--- src/rtl/elevator_ctrl.sv ---
// Elevator car controller: call latching, per-floor travel timing, door timing, limit switches and emergency halt.
// Optional macro ELEVATOR_SCAN_EN selects the directional scan target policy (default: lowest pending floor first).
module elevator_ctrl #(
    parameter int unsigned FLOORS        = 8,
    parameter int unsigned TRAVEL_CYCLES = 4,
    parameter int unsigned DOOR_CYCLES   = 3,
    localparam int unsigned FW           = $clog2(FLOORS)
) (
    input  logic              CLK,
    input  logic              RESET,
    input  logic [FLOORS-1:0] Call_Req,
    input  logic              Halt,
    input  logic              Top_Limit_Hit,
    input  logic              Bottom_Limit_Hit,
    output logic              Go_Up,
    output logic              Go_Down,
    output logic              Door_Open,
    output logic [FW-1:0]     Floor,
    output logic [4:0]        state
);

    localparam int unsigned TW = $clog2(TRAVEL_CYCLES) + 1;
    localparam int unsigned DW = $clog2(DOOR_CYCLES) + 1;

    localparam logic [4:0] S_IDLE   = 5'b00001;
    localparam logic [4:0] S_UP     = 5'b00010;
    localparam logic [4:0] S_DOWN   = 5'b00100;
    localparam logic [4:0] S_DOOR   = 5'b01000;
    localparam logic [4:0] S_HALTED = 5'b10000;

    localparam logic [FW-1:0] TOP_FLOOR   = FW'(FLOORS - 1);
    localparam logic [TW-1:0] TRAVEL_LAST = TW'(TRAVEL_CYCLES - 1);
    localparam logic [DW-1:0] DOOR_LAST   = DW'(DOOR_CYCLES - 1);

    logic [4:0]        state_q, state_d;
    logic [FW-1:0]     floor_q, floor_d;
    logic [FLOORS-1:0] pending_q, pending_d;
    logic [TW-1:0]     travel_q, travel_d;
    logic [DW-1:0]     door_q, door_d;
    logic              go_up_q, go_up_d;
    logic              go_dn_q, go_dn_d;
    logic              door_open_q, door_open_d;
    logic [FW-1:0]     target;
    logic              has_pend;
    logic              dbl_limit;

    assign dbl_limit = Top_Limit_Hit && Bottom_Limit_Hit;

`ifdef ELEVATOR_SCAN_EN
    logic          dir_up_q, dir_up_d;
    logic          above_ok, below_ok;
    logic [FW-1:0] above_tgt, below_tgt;

    always_ff @(posedge CLK or posedge RESET) begin
        if (RESET) dir_up_q <= 1'b1;
        else       dir_up_q <= dir_up_d;
    end

    // Nearest pending floor in the remembered direction; reverse only when that side is empty
    always_comb begin
        has_pend  = |pending_q;
        above_ok  = 1'b0;
        below_ok  = 1'b0;
        above_tgt = floor_q;
        below_tgt = floor_q;
        for (int i = int'(FLOORS) - 1; i >= 0; i--) begin
            if (pending_q[i] && (FW'(i) > floor_q)) begin
                above_ok  = 1'b1;
                above_tgt = FW'(i);
            end
        end
        for (int i = 0; i < int'(FLOORS); i++) begin
            if (pending_q[i] && (FW'(i) < floor_q)) begin
                below_ok  = 1'b1;
                below_tgt = FW'(i);
            end
        end
        if (pending_q[floor_q]) target = floor_q;
        else if (dir_up_q)      target = above_ok ? above_tgt : below_tgt;
        else                    target = below_ok ? below_tgt : above_tgt;
    end
`else
    // Lowest-index pending floor wins
    always_comb begin
        has_pend = |pending_q;
        target   = floor_q;
        for (int i = int'(FLOORS) - 1; i >= 0; i--) begin
            if (pending_q[i]) target = FW'(i);
        end
    end
`endif

    always_ff @(posedge CLK or posedge RESET) begin
        if (RESET) begin
            state_q     <= S_IDLE;
            floor_q     <= '0;
            pending_q   <= '0;
            travel_q    <= '0;
            door_q      <= '0;
            go_up_q     <= 1'b0;
            go_dn_q     <= 1'b0;
            door_open_q <= 1'b0;
        end else begin
            state_q     <= state_d;
            floor_q     <= floor_d;
            pending_q   <= pending_d;
            travel_q    <= travel_d;
            door_q      <= door_d;
            go_up_q     <= go_up_d;
            go_dn_q     <= go_dn_d;
            door_open_q <= door_open_d;
        end
    end

    always_comb begin
        state_d   = state_q;
        floor_d   = floor_q;
        pending_d = pending_q | Call_Req;
        travel_d  = travel_q;
        door_d    = door_q;
`ifdef ELEVATOR_SCAN_EN
        dir_up_d  = dir_up_q;
`endif
        case (state_q)
            S_IDLE: begin
                if (Top_Limit_Hit) begin
                    floor_d = TOP_FLOOR;
                end else if (Bottom_Limit_Hit) begin
                    floor_d = '0;
                end else if (has_pend) begin
                    if (target > floor_q) begin
                        state_d  = S_UP;
                        travel_d = '0;
`ifdef ELEVATOR_SCAN_EN
                        dir_up_d = 1'b1;
`endif
                    end else if (target < floor_q) begin
                        state_d  = S_DOWN;
                        travel_d = '0;
`ifdef ELEVATOR_SCAN_EN
                        dir_up_d = 1'b0;
`endif
                    end else begin
                        state_d = S_DOOR;
                    end
                end
            end
            S_UP, S_DOWN: begin
                if (Top_Limit_Hit || Bottom_Limit_Hit) begin
                    floor_d  = Top_Limit_Hit ? TOP_FLOOR : '0;
                    travel_d = '0;
                    state_d  = pending_d[floor_d] ? S_DOOR : S_IDLE;
                end else if (travel_q == TRAVEL_LAST) begin
                    travel_d = '0;
                    if (state_q == S_UP && floor_q != TOP_FLOOR) floor_d = floor_q + FW'(1);
                    if (state_q == S_DOWN && floor_q != '0)      floor_d = floor_q - FW'(1);
                    if (pending_d[floor_d]) begin
                        state_d = S_DOOR;
                    end else if ((state_q == S_UP && floor_d == TOP_FLOOR) ||
                                 (state_q == S_DOWN && floor_d == '0)) begin
                        state_d = S_IDLE;
                    end
                end else begin
                    travel_d = travel_q + TW'(1);
                end
            end
            S_DOOR: begin
                if (Top_Limit_Hit)         floor_d = TOP_FLOOR;
                else if (Bottom_Limit_Hit) floor_d = '0;
                if (door_q == DOOR_LAST) begin
                    state_d = S_IDLE;
                    door_d  = '0;
                end else if (Call_Req[floor_q]) begin
                    // A call at the open floor holds the door rather than queueing a revisit
                    door_d               = '0;
                    pending_d[floor_q]   = pending_q[floor_q];
                end else begin
                    door_d = door_q + DW'(1);
                end
            end
            S_HALTED: state_d = S_IDLE;
            default:  state_d = S_IDLE;
        endcase

        if (Halt || dbl_limit) begin
            state_d   = S_HALTED;
            floor_d   = floor_q;
            travel_d  = '0;
            door_d    = '0;
            pending_d = pending_q | Call_Req;
        end else if (state_d == S_DOOR && state_q != S_DOOR) begin
            pending_d[floor_d] = 1'b0;
            door_d             = '0;
        end
    end

    always_comb begin
        go_up_d     = (state_d == S_UP);
        go_dn_d     = (state_d == S_DOWN);
        door_open_d = (state_d == S_DOOR);
    end

    assign Go_Up     = go_up_q;
    assign Go_Down   = go_dn_q;
    assign Door_Open = door_open_q;
    assign Floor     = floor_q;
    assign state     = state_q;

endmodule

--- config.mk ---
export PLATFORM = sky130hd
export DESIGN_NAME = elevator_ctrl
export DESIGN_NICKNAME = d
export VERILOG_FILES = /design/src/rtl/elevator_ctrl.sv
export SDC_FILE = /design/constraint.sdc
export NUM_CORES = 1
export LEC_CHECK = 0
export ABC_CLOCK_PERIOD_IN_PS = 4300
export CORE_UTILIZATION = 30
export DETAILED_ROUTE_END_ITERATION = 16
export PLACE_DENSITY = 0.52
export SLEW_MARGIN = 0
export SYNTH_ARGS = -nofsm -noshare
export SYNTH_HDL_FRONTEND = slang
export SYNTH_SLANG_ARGS = --single-unit
--- constraint.sdc ---
create_clock -name CLK -period 4.3 [get_ports CLK]
set_input_delay 0.86 -clock CLK [delete_from_list [all_inputs] [get_ports CLK]]
set_output_delay 0.86 -clock CLK [all_outputs]
set_load 0.02 [all_outputs]
* Word level (Yosys, flattened, before mapping)
Cells that the tools add are included.
Word-level totals: register bits after elaboration 25, input port bits 13, output and inout port bits 11, word-level logic and storage cells 123
Operators by class: add/sub/neg operators 4, order comparisons 8, equality and inequality tests 17, mux-type cells 64, bitwise logic cells 3, reduce and logical (&&, ||, !) cells 19
Operator list (count):
- 2-to-1 mux 3 bit | 31
- 2-to-1 mux 5 bit | 9
- 2-to-1 mux 8 bit | 5
- < comparator 3 x 4 -> 1 bit (second input constant) | 4
- == test 5 x 4 -> 1 bit (second input constant) | 3
- case mux 5 bit (3 select lines) | 1
- binary-select mux 1 bit (select 3 bit) | 4
- 2-to-1 mux 4 bit | 3
- != test 3 bit (second input constant) | 4
- case mux 3 bit (2 select lines) | 2
- == test 5 x 2 -> 1 bit (second input constant) | 2
- == test 5 x 3 -> 1 bit (second input constant) | 2
- adder 3 x 1 -> 3 bit (second input constant) | 3
- nonzero test 3 bit | 3
- AND 8 bit | 1
- bitwise mux 8 bit | 1
- logical AND 1 bit | 8
- NOT 8 bit | 1
- bitwise OR 8 bit | 1
- OR reduction 8 bit | 1
- demux 1 bit (select 3 bit) | 2
- == test 3 x 2 -> 1 bit (second input constant) | 2
- >= comparator 3 x 1 -> 1 bit (second input constant) | 2
- 2-to-1 mux 1 bit | 6
- other kinds (11) | 14

* Longest topological paths before layout
depth after elaboration 19, gate-level depth with buffers 18, mapped depth without buffers 16

* Least setup slack after synthesis
No wires, ideal clock.
path kind flip-flop to flip-flop, start register floor_q[0] (netlist: Floor[0]), end register pending_q[3], setup time 0.140 ns, data arrival time 2.906 ns, data required time 4.160 ns, path slack 1.254 ns, cell stages (with the launch flop) 19, buffers on the path 2, clock period less this slack 3.046 ns, cell sequence dfrtp_1 buf_2 clkbuf_1 nor2_1 nor2_1 nor2_1 nor2_1 nor2_1 nor2_1 o21bai_1 ha_1 and2_1 o311ai_0 nor2_1 nand4b_1 nand2_1 or3b_1 o21ai_2 a221oi_1
Between the ends: cells in the longest elaborated chain, start to end 19, elaborated cells between the ends (all ways) 67, classes of those cells add/sub (2); order compare (6); eq/ne (3); mux (44); bitwise (2); reduce/logical (10)
Ends and longest elaborated chain:
- start: declaration | RTL line 36 | logic [FW-1:0] floor_q, floor_d;
- start signal: assignment | RTL line 105 | floor_q <= floor_d;
- 2-to-1 mux 3 bit / != test 3 bit (equally long branches) | RTL line 88, 155
- 2-to-1 mux 3 bit / logical AND 1 bit (equally long branches) | RTL line 88, 155
- 2-to-1 mux 3 bit (on tied branches) | RTL line 88, 155
- 2-to-1 mux 3 bit (on tied branches) | RTL line 88, 156
- 2-to-1 mux 3 bit (on tied branches) | RTL line 88, 153
- 2-to-1 mux 3 bit (on tied branches) | RTL line 88, 149
- 2-to-1 mux 3 bit (on tied branches) | RTL line 88, 124
- 2-to-1 mux 3 bit, or another cell as far along | RTL line 88 | if (pending_q[i]) target = FW'(i);
- [... 4 more ...]
- 2-to-1 mux 5 bit (on tied branches) | RTL line 128, 153
- 2-to-1 mux 5 bit (on tied branches) | RTL line 126, 149
- case mux 5 bit (3 select lines) | RTL line 124 | case (state_q)
- == test 5 x 4 -> 1 bit | RTL line 191 | end else if (state_d == S_DOOR && state_q != S_DOOR) begin
- logical AND 1 bit | RTL line 191
- 2-to-1 mux 8 bit * | RTL line 191
- 2-to-1 mux 8 bit * | RTL line 185 | if (Halt || dbl_limit) begin
- net pending_d[3] | RTL line 37 | logic [FLOORS-1:0] pending_q, pending_d;
- end signal: assignment | RTL line 106 | pending_q <= pending_d;
- end: declaration | RTL line 37
Mark *: on every way through the listed nets, which the timed path passes. The rest lies on a longest branch. The select of a mux whose other input is x is not followed. A chain may end at the register's enable or synchronous reset.

* Worst setup path after layout
start register floor_q[0] (netlist: Floor[0]), end register pending_q[2]
The elaborated chain is that of the path after synthesis.

==> out/qor.txt <==
Outcome -> finished, final reports clean
Endpoints failing setup -> 0
Cells after synthesis -> 254
Largest net degree at the start of global routing -> 26
Pre-CTS WS -> 981.1 ps
Share of layout cells above drive strength 1 -> 10.83%
Startpoint Class -> flop
Setup CP Type -> reg -> reg
FF/Latch Area -> 626.9 µm²
Final core occ -> 37.10%
Critical path startpoint -> Floor[0]
FILL cells -> 707
Dpl cell area -> 2502 µm²
CTS Hold Bufs -> 0
Number of synthesized flops with an enable pin -> 0
TritonCTS clock tree -> built
Root Buffer -> clkbuf_8
Max clock buf depth -> 2
Vias/cell -> 5.606
# DRC -> 0
Yosys warning total -> 0
Slew headroom -> 33.93%
Tmin final -> 3147 ps
Worst setup path end -> pending_q[2]
Most common flop cell mapped by yosys -> dfrtp_1
Ys async rst share -> 100.0%
DIE AREA -> 7520 µm²
Post-CTS sizing -> 0
Cells on Worst Hold Path -> 1
FMAX -> 317.8 MHz
Arr. time, crit path -> 3320 ps
Worst min path class -> reg -> reg
RePlAce Congestion -> 0.8666
Clk sink count -> 25
Static leakage -> 0.9589 nW
# Post-CTS Setup Buffers -> 0
Die extent in x -> 86.72 µm
Overflow after GRT -> 0
Drt first pass iters -> 4
Skew-Pair Late Insertion Delay -> 270 ps
CP endpoint kind -> flop
Final WS setup -> 1153 ps
Area grow syn2layout -> 18.36%
Least-Margin Pin Slew -> 990.0 ps
Area of the multi-input gates -> 1454 µm²
Synth Cell Area -> 2153 µm²
Vias in the first global route -> 1929
Detailed Place HPWL -> 4885 µm
Max-cap violations -> 0
Final Skew -> 3.517 ps
CTS Buf Count -> 3
Final cycle utilization of the critical path -> 73.19%
Initial Utilization -> 31.35%
Avg Synthesized Cell Area -> 8.478 µm²
Worst vdd ir -> 0.0001360 V
Row count -> 30
Cells after DPL -> 369
Reg-to-reg startpoint -> Floor[0]
Worst Path Required -> 4470 ps
Chip height -> 86.72 µm
H-tree levels -> 1
ANT nets after route -> 0
Syn Nets -> 277
Final wirelength -> 6387 µm
RSZ-0062 raised after global routing -> no
Post-layout instance area -> 2549 µm²
Drt wl/cell -> 17.12 µm
1st-iter DRT viols -> 256
Hold Fails Final Rpt -> 0
Clock Pin Slew Worst Setup and Hold Paths -> 100 ps
Gr usage total -> 17.93%
Tot Pwr -> 736.9 µW
Number of inserted diodes -> 0
Slew Limit Fails -> 0
Post-synthesis register bit count -> 25
Sequential cell area fraction in the yosys report -> 29.11%
Fin Setup TNS -> 0 ps
Core Box Area -> 6869 µm²
R2R setup slack -> 1150 ps
Crit path max fanout -> 7
Initial antenna violation count -> 0
Global-route wire length before repair -> 10290 µm
Vias -> 2091
Count of different cell masters after synthesis -> 59
Worst Reg-to-Reg Cells -> 10
P per Cell Area -> 289.1 nW/µm²
Nets -> 301
Worst Hold Slack -> 491.3 ps
Non-filler instance count after layout -> 373
IO buf count -> 23
R2R Path End -> pending_q[2]
I/O Pins -> 24
-- cell families (layout without fill, tap and decap cells) --
family / count (synthesis) / in the layout / share of synthesized area, %
mux: 8 / 8 / 6.043
fa+ha+maj: 10 / 10 / 5.811
compound gates: 73 / 73 / 25.22
buf+inv: 19 / 42 / 3.370
flops: 25 / 25 / 29.11
simple gates: 118 / 118 / 30.04
xor+xnor: 1 / 1 / 0.4068
-- worst min path at each step --
stage	slack, ps	endpoint	start
floorplan	450	travel_q[2]	travel_q[2]
global placement	460	travel_q[2]	travel_q[2]
detailed placement	470	travel_q[2]	travel_q[2]
CTS	500	travel_q[2]	travel_q[2]
global route	520	travel_q[2]	travel_q[2]
finish	490	travel_q[2]	travel_q[2]
-- metal layers --
layer  GRT usage, %  share of wire, %  routed length (µm)  up-vias
met5              0                 0                   0        -
met2          27.85                45                2906       69
met4          3.636              0.75                  48        0
met1          26.85                48                3048     1005
met3          1.905               6.0                 383        4
li1               -                 -                   -     1013
-- cells in the final DEF (no fill, tap or decap), drive strengths merged, types with 2 or more instances in the layout --
cell type and instances:
mux4 4, o31ai 2, clkbuf 3, or4 4, ha 10, nand2 23
and2b 2, o21a 5, or3 3, and2 3, o22ai 4, nor2 31
nor3 21, o21bai 2, nor4 4, a211oi 5, a21oi 14, or3b 2
a31oi 3, dfrtp 24, mux2i 4, and3 8, a21boi 3, clkdlybuf4s50 23
nand2b 3, nor3b 2, nand3 5, nor2b 4, a221oi 9, a221o 2
inv 11, buf 4, o2111ai 2, o21ai 14
-- registers in the layout (all words and copies together) (netlist names) --
| register | cells |
|---|---|
| Door_Open | 1 |
| Floor | 3 |
| Go_Down | 1 |
| Go_Up | 1 |
| door_q | 3 |
| pending_q | 8 |
| state | 5 |
| travel_q | 3 |
-- power by group --
group / total, mW / switching, mW / internal (mW)
sequential: 0.258 / 0.0148 / 0.244
clock: 0.147 / 0.0824 / 0.0650
combinational: 0.331 / 0.199 / 0.132
-- worst max-delay path, stage by stage (launching register included) --
cell	delay, ps
dfrtp_1	460
inv_1	280
ha_1	270
nand2b_1	140
and3_4	230
or3_4	370
a21boi_0	180
o31ai_1	120
a211oi_4	520
o21ai_2	160
a221oi_1	320
-- final cells by class --
cell class | instances | share of cell area, %
multi-input combinational | 210 | 57.04
sequential | 25 | 24.60
timing repair buffer | 27 | 10.21
tap | 96 | 4.713
clock buffer | 3 | 1.620
inverter | 11 | 1.620
clock inverter | 1 | 0.1964
-- Yosys cell counts, types with 4 or more instances --
| cell type | instances | area share (%) |
|---|---|---|
| nor2_1 | 30 | 5.2 |
| dfrtp_1 | 24 | 28 |
| nand2_1 | 23 | 4.0 |
| nor3_1 | 20 | 4.6 |
| a21oi_1 | 14 | 3.3 |
| inv_1 | 11 | 1.9 |
| ha_1 | 10 | 5.8 |
| a221oi_1 | 9 | 3.7 |
| o21ai_0 | 9 | 2.1 |
| and3_1 | 7 | 2.0 |
| clkbuf_1 | 7 | 1.2 |
| nand3_1 | 5 | 1.2 |
| o21a_1 | 5 | 1.7 |
| a211oi_1 | 4 | 1.4 |
| mux2i_1 | 4 | 1.9 |
| mux4_2 | 4 | 4.2 |
| o22ai_1 | 4 | 1.2 |
Note: power is estimated with default switching activity, not from simulation.
==> variant: new RTL, same flow settings <==
`DOOR_CYCLES`: 3 -> 5.
--- a/src/rtl/elevator_ctrl.sv
+++ b/src/rtl/elevator_ctrl.sv
@@ -5,3 +5,3 @@
     parameter int unsigned TRAVEL_CYCLES = 4,
-    parameter int unsigned DOOR_CYCLES   = 3,
+    parameter int unsigned DOOR_CYCLES   = 5,
     localparam int unsigned FW           = $clog2(FLOORS)
Formal check against the unedited RTL: not equivalent (Yosys sat finds a counterexample within 10 cycles, from zero or initial values and one cycle with RESET high).
==> variant against the unedited design <==
Area after synthesis grew 3.4%. Sequential share of layout area up 0.26 points. Sequential cell count up 1. Core utilization decreased by 0.75 points. Clock power grew 39%. Design area grew 2.9%. Wire length is 4.3% higher. Power increased by 7.3%. Worst setup slack worse by 0.29 ns.
==> variant: results (changes against the unedited design) <==
Synth:
- By count the netlist is led by sky130_fd_sc_hd__nor2_1, sky130_fd_sc_hd__dfrtp_1, sky130_fd_sc_hd__nand2_1.
- By area the synthesized netlist is led by sky130_fd_sc_hd__dfrtp_1, sky130_fd_sc_hd__ha_1, sky130_fd_sc_hd__nor2_1, sky130_fd_sc_hd__nor3_1, sky130_fd_sc_hd__nand2_1.
- The share of the yosys chip area belonging to registers is 29.3% (+0.18 points).
- The synthesized net count was 288 (+4.0%).
- The number of distinct library cells after synthesis is 63 (+6.8%).

Pwr:
- The maximum ir drop on the vdd rail is 118 uV (-13%).
- The reported leakage power came to 0.000955 uW (-0.44%).

Placed design:
- The HPWL reported at the end of detailed placement is 5180 um (+6.0%).
- The worst-case setup slack after placement is 0.926 ns (-0.0556 ns).
- The post-placement cell area is 2550 um^2 (+2.0%).
- The instance count after placement with tap cells included is 380 (+3.0%).

Finish:
- The number of nets in the final layout is 309 (+2.7%).
- The fraction of layout instances using a drive strength above 1 was 8.77% (-2.1 points).
- The number of fillers in the final layout came to 764 (+8.1%).
- The non-filler instance count after layout is 384 (+2.9%).

Route:
- The sum of routed wire length over all layers is 6660 um (+4.3%).
- The mean number of vias per cell came to 5.54 (-1.2%).
- The number of DRC violations after detailed-routing iteration 0 is 147 (-43%).

GRT:
- The first-pass GRT wire length was 10500 um (+2.1%).
- The via count of the first global-routing pass is 2029 (+5.2%).
- The pin count of the biggest net entering global routing was 27 (+3.8%).
- The combined global-route utilization of all metal layers is 17.9% (-0.065 points).

Outcome:
- The flow ran to the end, and the final reports show no timing, DRC or antenna violations.

STA:
- The normalized max-slew margin is 31.7% (-2.3 points).
- The worst hold slack is 0.511 ns (+0.0202 ns).

Setup path:
- The top fanout value on the critical path is 21 (+14).
- The endpoint identified for the worst register-to-register timing path is pending_q[5]$_DFF_PP0_.
- The arrival time reported for the critical path endpoint is 3.55 ns (+0.23 ns).
- The minimum setup slack among reg-to-reg paths is 0.86 ns (-0.29 ns).
## variant: area by class of cell
cell class / count / area (um^2) / area share [%]
inverters: 12 / 45.0 / 1.72
repair buffers: 27 / 260 / 9.92
well taps: 99 / 124 / 4.72
multi-input cells: 216 / 1470 / 56.1
clock inverters: 1 / 30.0 / 1.15
flip-flops and latches: 26 / 652 / 24.9
clock buffers: 3 / 41.3 / 1.57
## variant: power breakdown
group | switching (uW) | internal (uW)
combinational | 180 | 127
clock | 79.2 | 124
sequential | 27.2 | 253
total | 286 | 505
## variant: cell families after synthesis
family	Yosys count	synth area share, %
XOR/XNOR	7	2.75
adder cells (fa/ha/maj)	10	5.62
multiplexers	3	2.47
flip-flops	26	29.3
buffers and inverters	23	4.67
AND/OR/NAND/NOR	118	28.2
AO/OA/AOI/OAI	78	27.0
## variant: critical path, cell delays in order (launching register included)
cell and delay [ns]:
sky130_fd_sc_hd__dfrtp_1 0.78, sky130_fd_sc_hd__inv_1 0.31, sky130_fd_sc_hd__ha_1 0.31, sky130_fd_sc_hd__nor2b_1 0.18
sky130_fd_sc_hd__nor3_2 0.27, sky130_fd_sc_hd__o21a_1 0.28, sky130_fd_sc_hd__nor4_1 0.08, sky130_fd_sc_hd__nor3b_1 0.34
sky130_fd_sc_hd__o31ai_4 0.16, sky130_fd_sc_hd__o31ai_4 0.39, sky130_fd_sc_hd__a31oi_1 0.19
## variant: layer usage
| metal | vias to the layer above | track usage [%] | wire length, um |
|---|---|---|---|
| li1 | 1036 | - | - |
| met1 | 1011 | 24.9 | 3150 |
| met2 | 74 | 29.8 | 3040 |
| met3 | 6 | 1.70 | 392 |
| met4 | 0 | 4.55 | 85 |
| met5 | - | 0 | 0 |
